## src/rtl/alu_ctrl_pkg.sv

```systemverilog
// alu_ctrl_pkg
// Shared definitions for the ALU arbitration controller (alu_arb_ctrl) and
// its round-robin arbiter (rr_arb2):
//   - ALU function codes (ADD..SHL_B, NOP = 4'b1000)
//   - result-class decode of a function code
//   - controller state encoding (IDLE / EXEC / RESP)
// No ports; imported with "import alu_ctrl_pkg::*;".
package alu_ctrl_pkg;

  // ALU function codes
  localparam logic [3:0] FUN_ADD   = 4'b0000;
  localparam logic [3:0] FUN_SUB   = 4'b0001;
  localparam logic [3:0] FUN_MUL   = 4'b0010;
  localparam logic [3:0] FUN_DIV   = 4'b0011;
  localparam logic [3:0] FUN_AND   = 4'b0100;
  localparam logic [3:0] FUN_OR    = 4'b0101;
  localparam logic [3:0] FUN_NAND  = 4'b0110;
  localparam logic [3:0] FUN_NOR   = 4'b0111;
  localparam logic [3:0] FUN_NOP   = 4'b1000;
  localparam logic [3:0] FUN_CMPEQ = 4'b1001;
  localparam logic [3:0] FUN_CMPGT = 4'b1010;
  localparam logic [3:0] FUN_CMPLT = 4'b1011;
  localparam logic [3:0] FUN_SHR_A = 4'b1100;
  localparam logic [3:0] FUN_SHL_A = 4'b1101;
  localparam logic [3:0] FUN_SHR_B = 4'b1110;
  localparam logic [3:0] FUN_SHL_B = 4'b1111;

  // Which ALU output group carries the result of a function
  typedef enum logic [2:0] {
    CLS_ARITH,
    CLS_LOGIC,
    CLS_CMP,
    CLS_SHIFT,
    CLS_NOP
  } fun_cls_e;

  typedef enum logic [1:0] {
    IDLE = 2'd0,
    EXEC = 2'd1,
    RESP = 2'd2
  } state_e;

  // The two MSBs pick the group; in the 10xx group only 1000 is NOP.
  function automatic fun_cls_e fun_class(input logic [3:0] fun);
    fun_cls_e cls;
    case (fun[3:2])
      2'b00:   cls = CLS_ARITH;
      2'b01:   cls = CLS_LOGIC;
      2'b10:   cls = (fun[1:0] == 2'b00) ? CLS_NOP : CLS_CMP;
      default: cls = CLS_SHIFT;
    endcase
    return cls;
  endfunction

endpackage

```

## src/rtl/rr_arb2.sv

```systemverilog
// rr_arb2
// Two-way round-robin arbiter. Grants are combinational and only issued
// while en is high; the "last granted" pointer is updated whenever a grant
// is issued (a grant always coincides with an accepted request).
// Ports:
//   clk, rst   clock, synchronous active-high reset
//   en         arbitration allowed this cycle
//   req[1:0]   request lines
//   gnt[1:0]   one-hot grant (or zero)
module rr_arb2
  import alu_ctrl_pkg::*;
(
  input  logic       clk,
  input  logic       rst,
  input  logic       en,
  input  logic [1:0] req,
  output logic [1:0] gnt
);

  // Index granted most recently. Resets to 1 so requester 0 wins the
  // first tie.
  logic last;

  always_comb begin
    gnt = 2'b00;
    if (en) begin
      if (req[0] && req[1]) gnt = last ? 2'b01 : 2'b10;
      else                  gnt = req;
    end
  end

  always_ff @(posedge clk) begin
    if (rst)       last <= 1'b1;
    else if (|gnt) last <= gnt[1];
  end

endmodule

```

## src/rtl/alu_arb_ctrl.sv

```systemverilog
// alu_arb_ctrl
// Shares one registered-output ALU between two requesters. A round-robin
// grant in IDLE latches the command onto the ALU operand/function outputs,
// EXEC waits ALU_LAT+1 cycles, the result of the function's class is
// captured on the last EXEC edge and presented on the response channel
// (RESP) until the consumer accepts it.
// Parameters: WIDTH (operand width), ALU_LAT (ALU latency, 1..4).
// Ports:
//   CLK, RST                     clock, synchronous active-high reset
//   REQn_VALID/READY/FUN/A/B     requester n command channel (n = 0,1)
//   ALU_A, ALU_B, ALU_FUN        registered ALU inputs (FUN = NOP when idle)
//   ALU_*_OUT, ALU_*_FLAG        ALU result groups
//   RSP_VALID/READY/ID/DATA/FLAG response channel
// Optional build macro ALU_ARB_PERF_EN adds GRANT_CNT0/GRANT_CNT1, 16-bit
// saturating per-requester grant counters.
module alu_arb_ctrl
  import alu_ctrl_pkg::*;
#(
  parameter int WIDTH   = 16,
  parameter int ALU_LAT = 1
) (
  input  logic               CLK,
  input  logic               RST,
  input  logic               REQ0_VALID,
  output logic               REQ0_READY,
  input  logic [3:0]         REQ0_FUN,
  input  logic [WIDTH-1:0]   REQ0_A,
  input  logic [WIDTH-1:0]   REQ0_B,
  input  logic               REQ1_VALID,
  output logic               REQ1_READY,
  input  logic [3:0]         REQ1_FUN,
  input  logic [WIDTH-1:0]   REQ1_A,
  input  logic [WIDTH-1:0]   REQ1_B,
  output logic [WIDTH-1:0]   ALU_A,
  output logic [WIDTH-1:0]   ALU_B,
  output logic [3:0]         ALU_FUN,
  input  logic [2*WIDTH-1:0] ALU_ARITH_OUT,
  input  logic               ALU_ARITH_FLAG,
  input  logic [WIDTH-1:0]   ALU_LOGIC_OUT,
  input  logic               ALU_LOGIC_FLAG,
  input  logic [2:0]         ALU_CMP_OUT,
  input  logic               ALU_CMP_FLAG,
  input  logic [WIDTH-1:0]   ALU_SHIFT_OUT,
  input  logic               ALU_SHIFT_FLAG,
  output logic               RSP_VALID,
  input  logic               RSP_READY,
  output logic               RSP_ID,
  output logic [2*WIDTH-1:0] RSP_DATA,
  output logic               RSP_FLAG
`ifdef ALU_ARB_PERF_EN
  ,
  output logic [15:0]        GRANT_CNT0,
  output logic [15:0]        GRANT_CNT1
`endif
);

  localparam int CNT_W = 3;

  typedef struct packed {
    logic [3:0]       fun;
    logic [WIDTH-1:0] a;
    logic [WIDTH-1:0] b;
  } cmd_t;

  state_e             state, state_nx;
  logic [1:0]         gnt;
  logic [CNT_W-1:0]   cnt;
  logic               cur_id;
  cmd_t               cmd0, cmd1, cmd_sel;
  logic [2*WIDTH-1:0] sel_data;
  logic               sel_flag;
  logic               exec_last;

  // ---------------------------------------------------------------- arbiter
  rr_arb2 u_arb (
    .clk (CLK),
    .rst (RST),
    .en  (state == IDLE),
    .req ({REQ1_VALID, REQ0_VALID}),
    .gnt (gnt)
  );

  assign REQ0_READY = gnt[0];
  assign REQ1_READY = gnt[1];

  assign cmd0    = '{fun: REQ0_FUN, a: REQ0_A, b: REQ0_B};
  assign cmd1    = '{fun: REQ1_FUN, a: REQ1_A, b: REQ1_B};
  assign cmd_sel = gnt[1] ? cmd1 : cmd0;

  // Down-counter reaches zero on the final EXEC cycle.
  assign exec_last = (state == EXEC) && (cnt == '0);

  // ---------------------------------------------------------- result select
  // ALU_FUN still holds the command during the final EXEC cycle, so it
  // drives the class decode directly.
  always_comb begin
    sel_data = '0;
    sel_flag = 1'b0;
    case (fun_class(ALU_FUN))
      CLS_ARITH: begin
        sel_data = ALU_ARITH_OUT;
        sel_flag = ALU_ARITH_FLAG;
      end
      CLS_LOGIC: begin
        sel_data = {{WIDTH{1'b0}}, ALU_LOGIC_OUT};
        sel_flag = ALU_LOGIC_FLAG;
      end
      CLS_CMP: begin
        sel_data = {{(2*WIDTH-3){1'b0}}, ALU_CMP_OUT};
        sel_flag = ALU_CMP_FLAG;
      end
      CLS_SHIFT: begin
        sel_data = {{WIDTH{1'b0}}, ALU_SHIFT_OUT};
        sel_flag = ALU_SHIFT_FLAG;
      end
      default: ;
    endcase
  end

  // ------------------------------------------------------------------- FSM
  always_comb begin
    state_nx = state;
    case (state)
      IDLE:    if (|gnt)     state_nx = EXEC;
      EXEC:    if (exec_last) state_nx = RESP;
      RESP:    if (RSP_READY) state_nx = IDLE;
      default:               state_nx = IDLE;
    endcase
  end

  always_ff @(posedge CLK) begin
    if (RST) state <= IDLE;
    else     state <= state_nx;
  end

  // -------------------------------------------------------------- datapath
  always_ff @(posedge CLK) begin
    if (RST) begin
      ALU_A    <= '0;
      ALU_B    <= '0;
      ALU_FUN  <= FUN_NOP;
      cnt      <= '0;
      cur_id   <= 1'b0;
      RSP_ID   <= 1'b0;
      RSP_DATA <= '0;
      RSP_FLAG <= 1'b0;
    end else begin
      if ((state == IDLE) && (|gnt)) begin
        ALU_A   <= cmd_sel.a;
        ALU_B   <= cmd_sel.b;
        ALU_FUN <= cmd_sel.fun;
        cur_id  <= gnt[1];
        cnt     <= CNT_W'(ALU_LAT);
      end else if (state == EXEC) begin
        if (exec_last) begin
          ALU_FUN  <= FUN_NOP;
          RSP_ID   <= cur_id;
          RSP_DATA <= sel_data;
          RSP_FLAG <= sel_flag;
        end else begin
          cnt <= cnt - 1'b1;
        end
      end
    end
  end

  assign RSP_VALID = (state == RESP);

`ifdef ALU_ARB_PERF_EN
  // ----------------------------------------------------- grant statistics
  always_ff @(posedge CLK) begin
    if (RST) begin
      GRANT_CNT0 <= '0;
      GRANT_CNT1 <= '0;
    end else begin
      if (gnt[0] && (GRANT_CNT0 != 16'hFFFF)) GRANT_CNT0 <= GRANT_CNT0 + 16'd1;
      if (gnt[1] && (GRANT_CNT1 != 16'hFFFF)) GRANT_CNT1 <= GRANT_CNT1 + 16'd1;
    end
  end
`endif

endmodule

```

## config.mk

```make
export PLATFORM = sky130hd
export DESIGN_NAME = alu_arb_ctrl
export DESIGN_NICKNAME = d
export VERILOG_FILES = /design/src/rtl/alu_ctrl_pkg.sv /design/src/rtl/rr_arb2.sv /design/src/rtl/alu_arb_ctrl.sv
export SDC_FILE = /design/constraint.sdc
export NUM_CORES = 1
export LEC_CHECK = 0
export BUFFER_PORTS_ARGS = -buffer_cell sky130_fd_sc_hd__buf_4
export CAP_MARGIN = 15
export CORE_MARGIN = 4
export CORE_UTILIZATION = 40
export CTS_CLUSTER_DIAMETER = 200
export CTS_CLUSTER_SIZE = 20
export DETAILED_ROUTE_END_ITERATION = 12
export PLACE_DENSITY = 0.77
export SLEW_MARGIN = 10
export SYNTH_ARGS = -nofsm -noshare
export SYNTH_HDL_FRONTEND = slang
export SYNTH_SLANG_ARGS = --single-unit
```

## constraint.sdc

```tcl
create_clock -name CLK -period 1.6 [get_ports CLK]
set_input_delay 0 -clock CLK [delete_from_list [all_inputs] [get_ports CLK]]
set_output_delay 0 -clock CLK [all_outputs]
set_load 0.01 [all_outputs]
```

=== Word-level counts from Yosys, hierarchy flattened ===
Index checks and enable logic that the tools add are counted.

* $add $sub $neg: 1
* Equality and inequality tests: 11
* Muxes and demuxes: 18
* Bitwise operators: 2
* Reduce and logical (&&, ||, !) cells: 17

{| class="wikitable"
|+ Operators with widths
! kind !! number
|-
| $pmux 32 s4 || 1
|-
| $mux 36 || 1
|-
| $mux 2 || 6
|-
| $mux 4 || 3
|-
| $pmux 3 s3 || 1
|-
| $eq 3x2->1 const B || 2
|-
| $logic_not 2->1 || 3
|-
| $logic_not 3->1 || 2
|-
| $pmux 2 s3 || 1
|-
| $reduce_and 2->1 || 3
|-
| $reduce_and 3->1 || 2
|-
| $eq 2x1->1 const B || 2
|-
| $eq 2x2->1 const B || 2
|-
| $ne 2x1->1 const B || 2
|-
| $ne 2x2->1 const B || 2
|-
| $pmux 1 s4 || 1
|-
| $reduce_bool 2->1 || 2
|-
| $reduce_or 2->1 || 2
|-
| $eq 3x1->1 const B || 1
|-
| $logic_and 1x1->1 || 3
|-
| $mux 1 || 3
|-
| $mux 3 || 1
|-
| $sub 3x1->3 const B || 1
|-
| $not 1->1 || 2
|}

* Bits in registers: 77
* Output and inout bits: 73

=== Depth between registers and ports, before layout ===
* Depth after elaboration: 7
* Depth in mapped cells: 7
* Gate-level depth less buffers: 5

=== By module ===
Synthesis repeated with hierarchy kept, for this count alone.

* Cells, all modules: 400
* Area total of the unflattened synthesis: 3791.1 sq um

{| class="wikitable"
|+ By module, submodules not included
! module !! times used !! cells each !! area an instance (sq um)
|-
| alu_arb_ctrl || 1 || 392 || 3732.3
|-
| rr_arb2 || 1 || 8 || 58.8
|}

=== Least setup slack after synthesis ===
No wires, ideal clock.

* Path type: reg2reg
* Start: register state[1]
* End: register ALU_A[0]
* Arrival time: 1.480 ns
* Required time: 1.497 ns
* Setup slack: 0.016 ns
* Cell stages (with the launch flop): 6
* Path buffers: 2
* Cells stage by stage: dfxtp_1 > or3b_1 > or2_1 > buf_6 > buf_6 > a2111oi_2

* Cells in the longest elaborated chain, start to end: 4
* Elaborated cells between the ends (all ways): 5
* Classes of those cells: mux (2); reduce/logical (3)

{| class="wikitable"
|+ Ends and longest elaborated chain
! what !! line !! text
|-
| from (decl) || alu_arb_ctrl.sv:65 || <nowiki>state_e state, state_nx;</nowiki>
|-
| from (signal assigned) || alu_arb_ctrl.sv:133 || <nowiki>else state <= state_nx;</nowiki>
|-
| $logic_not 2->1 * || alu_arb_ctrl.sv:78, alu_arb_ctrl.sv:148 ||
|-
| $mux 2 || rr_arb2.sv:26 || <nowiki>if (en) begin</nowiki>
|-
| $reduce_or 2->1 || alu_arb_ctrl.sv:148 || <nowiki>if ((state == IDLE) && (|gnt)) begin</nowiki>
|-
| $logic_and 1x1->1 || alu_arb_ctrl.sv:148 ||
|-
| to (signal assigned) || alu_arb_ctrl.sv:149 || <nowiki>ALU_A <= cmd_sel.a;</nowiki>
|-
| to (decl) || alu_arb_ctrl.sv:34 || <nowiki>output logic [WIDTH-1:0] ALU_A,</nowiki>
|}

Mark *: on every way between the ends. The rest lies on a longest branch, timed or not.
A chain may end at the register's enable or synchronous reset.

=== Worst setup path after layout ===
* Start: register state[1]
* End: register ALU_FUN[0]

* Cells in the longest elaborated chain, start to end: 6
* Elaborated cells between the ends (all ways): 11
* Classes of those cells: eq/ne (1); mux (3); reduce/logical (7)

{| class="wikitable"
|+ Ends and longest elaborated chain
! what !! line !! text
|-
| $logic_not 2->1 || alu_arb_ctrl.sv:78, alu_arb_ctrl.sv:148 ||
|-
| $mux 2 || rr_arb2.sv:26 ||
|-
| $reduce_or 2->1 || alu_arb_ctrl.sv:148 ||
|-
| $logic_and 1x1->1 || alu_arb_ctrl.sv:148 ||
|-
| $reduce_bool 2->1 (no source line) || - ||
|-
| $reduce_and 2->1 (no source line) || - ||
|-
| to (signal assigned) || alu_arb_ctrl.sv:151 || <nowiki>ALU_FUN <= cmd_sel.fun;</nowiki>
|-
| to (decl) || alu_arb_ctrl.sv:36 || <nowiki>output logic [3:0] ALU_FUN,</nowiki>
|}

Parallel ways exist; a longest one is shown, timed or not.

==> Flow_metrics.wiki <==
{| class="wikitable"
! Metric !! Value
|-
| Worst Setup Path Type || flip-flop to flip-flop
|-
| Violations in the final reports || negative setup slack
|-
| Placed wire-length estimate || 9.89 mm
|-
| Gate Count Post-Synth || 442
|-
| IO Pins || 221
|-
| Leading post-synthesis cells by cell area || dfxtp_1 (40%), a2111oi_2 (11%), nor3_1 (11%), a21oi_1 (6.7%), mux2_2 (3.8%)
|-
| Grt peak-use layer || met2
|-
| Global-route track usage on met3 || 0.0674
|-
| Number of different library cells in the post-synthesis netlist || 39
|-
| Main synth FF type || dfxtp_1
|-
| Clock period minus final worst setup slack || 1660 ps
|-
| Flops & latches, synth || 77
|-
| Warning count from the yosys run || 0
|-
| Clock-pin slew reported for the worst setup and hold paths after clock tree synthesis || 80 ps
|-
| Via count of the first global-routing pass || 4622
|-
| Clock skew after layout || 13.3 ps
|-
| Cell count after placement || 765
|-
| Total Routing Usage GR || 0.240
|-
| Nets || 830
|-
| Worst Path Arrival || 1860 ps
|-
| Final setup viols || 15
|-
| Met1 layer usage reported by global route || 0.289
|-
| Die Footprint || 11400 um^2
|-
| Setup repair after global routing missed its margin || true
|-
| Global-route met2 utilization || 0.411
|-
| Clock network power share || 0.258
|-
| WL/cell || 18.2 um
|-
| Final Non-Filler Cells || 814
|-
| Most common cell after layout, fill and taps aside || buf_4
|-
| H-tree lvl count || 3
|-
| Seq/Total Area, Yosys || 0.396
|-
| Area of the multi-input gates || 2400 um^2
|-
| Net switching fraction of the power || 0.330
|-
| Count of final hold-check violations || 0
|-
| Critical Path Source Type || flip-flop
|-
| Initial standard-cell utilization of the core || 0.415
|-
| Clock buffers created by TritonCTS || 9
|-
| Via total after detailed routing || 4581
|-
| Number of antenna violations at the first check in global routing || 0
|-
| Path class of the lowest-slack min-delay path || input pin to flip-flop
|-
| Fraction of layout instances using a drive strength above 1 || 0.505
|-
| Actual slew at the worst max-slew pin || 736 ps
|-
| Remaining antenna violation count after routing || 0
|-
| Slew Limit Fails || 0
|-
| Clock sinks || 77
|-
| Final worst path period share || 1.04
|-
| DRC viols || 0
|-
| Worst-path fanout max || 7
|-
| Sequential share of power || 0.357
|-
| Via-per-instance ratio || 5.63
|-
| Number of diodes || 0
|-
| Worst endpoint required time || 1790 ps
|-
| Worst hold margin || 9.42 ps
|-
| Starting DRT DRC Count || 222
|-
| Crit path capture type || flip-flop
|-
| Filler Cells Inserted || 706
|-
| Leakage dissipation || 2.74 nW
|-
| Growth of design area from synthesis to finish || 70.1%
|-
| Total negative setup slack || -334 ps
|-
| Final estimated routing congestion in global placement || 0.797
|-
| Number of enable flip-flop cells after synthesis || 0
|-
| Total standard cell area after synthesis || 3890 um^2
|-
| Cell at the root of the clock tree || clkbuf_8
|-
| Post-route worst setup slack || -61.4 ps
|-
| Sum of routed wire length over all layers || 14.8 mm
|-
| Final core utilization || 0.707
|-
| Die X-Extent || 107 um
|-
| Number of max-capacitance violations reported || 0
|-
| Height of the chip || 107 um
|-
| Area taken by flip-flops and latches || 1540 um^2
|-
| Cell type with the highest aggregate area in the netlist || dfxtp_1
|-
| Power density cells || 962 nW/um^2
|-
| # rows || 35
|-
| Worst rel slew slack || 0.509
|-
| Clock Path Buffers || 2
|-
| Largest net degree at the start of global routing || 45
|-
| Net switching power || 0.00210 W
|-
| Syn Nets || 592
|-
| Sum of overflow across all layers after global routing || 0
|-
| Clock insertion delay at the later pin of the skew report || 340 ps
|-
| TritonRoute pass-1 iters || 5
|-
| Internal power component || 0.00427 W
|-
| Post-synthesis average cell area || 8.81 um^2
|-
| Run status || finished with violations
|-
| Most used cells in the layout excluding fill and tap cells || buf_4 (239), dfxtp_1 (76), nor3_1 (70)
|-
| Max Freq || 602 MHz
|-
| Peak VDD IR || 0.533 mV
|-
| Global-route wire length before repair || 22.5 mm
|-
| Combinational share of power || 0.385
|-
| Port-buffer cells || 220
|-
| Share of async-settable or async-resettable flops after synthesis || 0
|-
| Area share of the leading cell type in the synthesized netlist || 0.396
|-
| Clock tree from TritonCTS || done
|-
| Total core area || 9370 um^2
|}
## layer usage
metal | part of all wire | up-vias
li1 | - | 2149
met5 | 0 | -
met1 | 0.38 | 2154
met3 | 0.099 | 26
met2 | 0.50 | 252
met4 | 0.021 | 0
## worst paths after layout
path	slack [ps]	startpoint	to	cells past startpoint
worst min register to register	460	RSP_DATA[27]	RSP_DATA[27]	2
worst min-delay path	9	ALU_ARITH_OUT[6]	RSP_DATA[6]	3
worst max register to register	-60	state[1]	ALU_FUN[0]	5
worst max-delay path	-60	state[1]	ALU_FUN[0]	5
## synthesized netlist by cell type (5+ instances only)
cell type and number:
a2111oi_0 9, a2111oi_2 28, a21oi_1 52, a221oi_1 14
buf_2 7, clkbuf_1 38, dfxtp_1 77, mux2_2 13
mux2i_1 5, nand2_1 19, nand3_1 16, nand3b_1 5
nor2_1 19, nor2b_1 6, nor3_1 84
## power by group through the flow
stage          Combinational [W]  Sequential [W]  Clock (W)
6_report                 0.00245         0.00228    0.00164
5_1_grt                  0.00264         0.00230    0.00176
4_1_cts                  0.00224         0.00227    0.00168
3_5_place_dp             0.00209         0.00231          0
3_3_place_gp             0.00205         0.00231          0
2_1_floorplan            0.00106         0.00238          0
## kinds of logic after synthesis
family,share of synthesized area
compound gates,0.270
simple gates,0.214
fa+ha+maj,0.00643
mux,0.0505
flops,0.396
buf+inv,0.0630
## worst max-delay path, stage by stage (launching register included)
cell and delay [ps]:
dfxtp_1 330, buf_4 160, or2_2 330, buf_4 170, nor3_1 390, a2111oi_4 120
## registers in the layout (all words and copies together) (netlist names)
signal,count
ALU_B,16
RSP_DATA,32
ALU_FUN,4
cur_id,1
RSP_ID,1
cnt,3
u_arb.last,1
state,2
ALU_A,16
RSP_FLAG,1
## repair_timing
item	in CTS	in global routing
hold endpoints to repair	26	0
setup buffers	4	1
setup endpoints to repair	36	65
hold buffers	26	0
pin swaps	4	4
gates resized for setup	20	39
cloned	0	2
## area by class of cell
| cell class | instances | share of cell area |
|---|---|---|
| multi-input cells | 310 | 0.362 |
| repair buffers | 278 | 0.345 |
| clock buffers | 10 | 0.0193 |
| inverters | 4 | 0.00227 |
| well taps | 129 | 0.0244 |
| flip-flops and latches | 77 | 0.233 |
| clock inverters | 6 | 0.0142 |
## metrics by stage
step	total power, W	worst slack (ps)	instance area, um^2
after floorplan	0.00344	16.2	3890
after global placement	0.00436	-29.7	5730
after detailed placement	0.00441	-165	5730
after CTS	0.00619	-32.8	6330
after global routing	0.00670	-108	6620
final	0.00637	-61.4	6620
(Power assumes the default switching activity.)
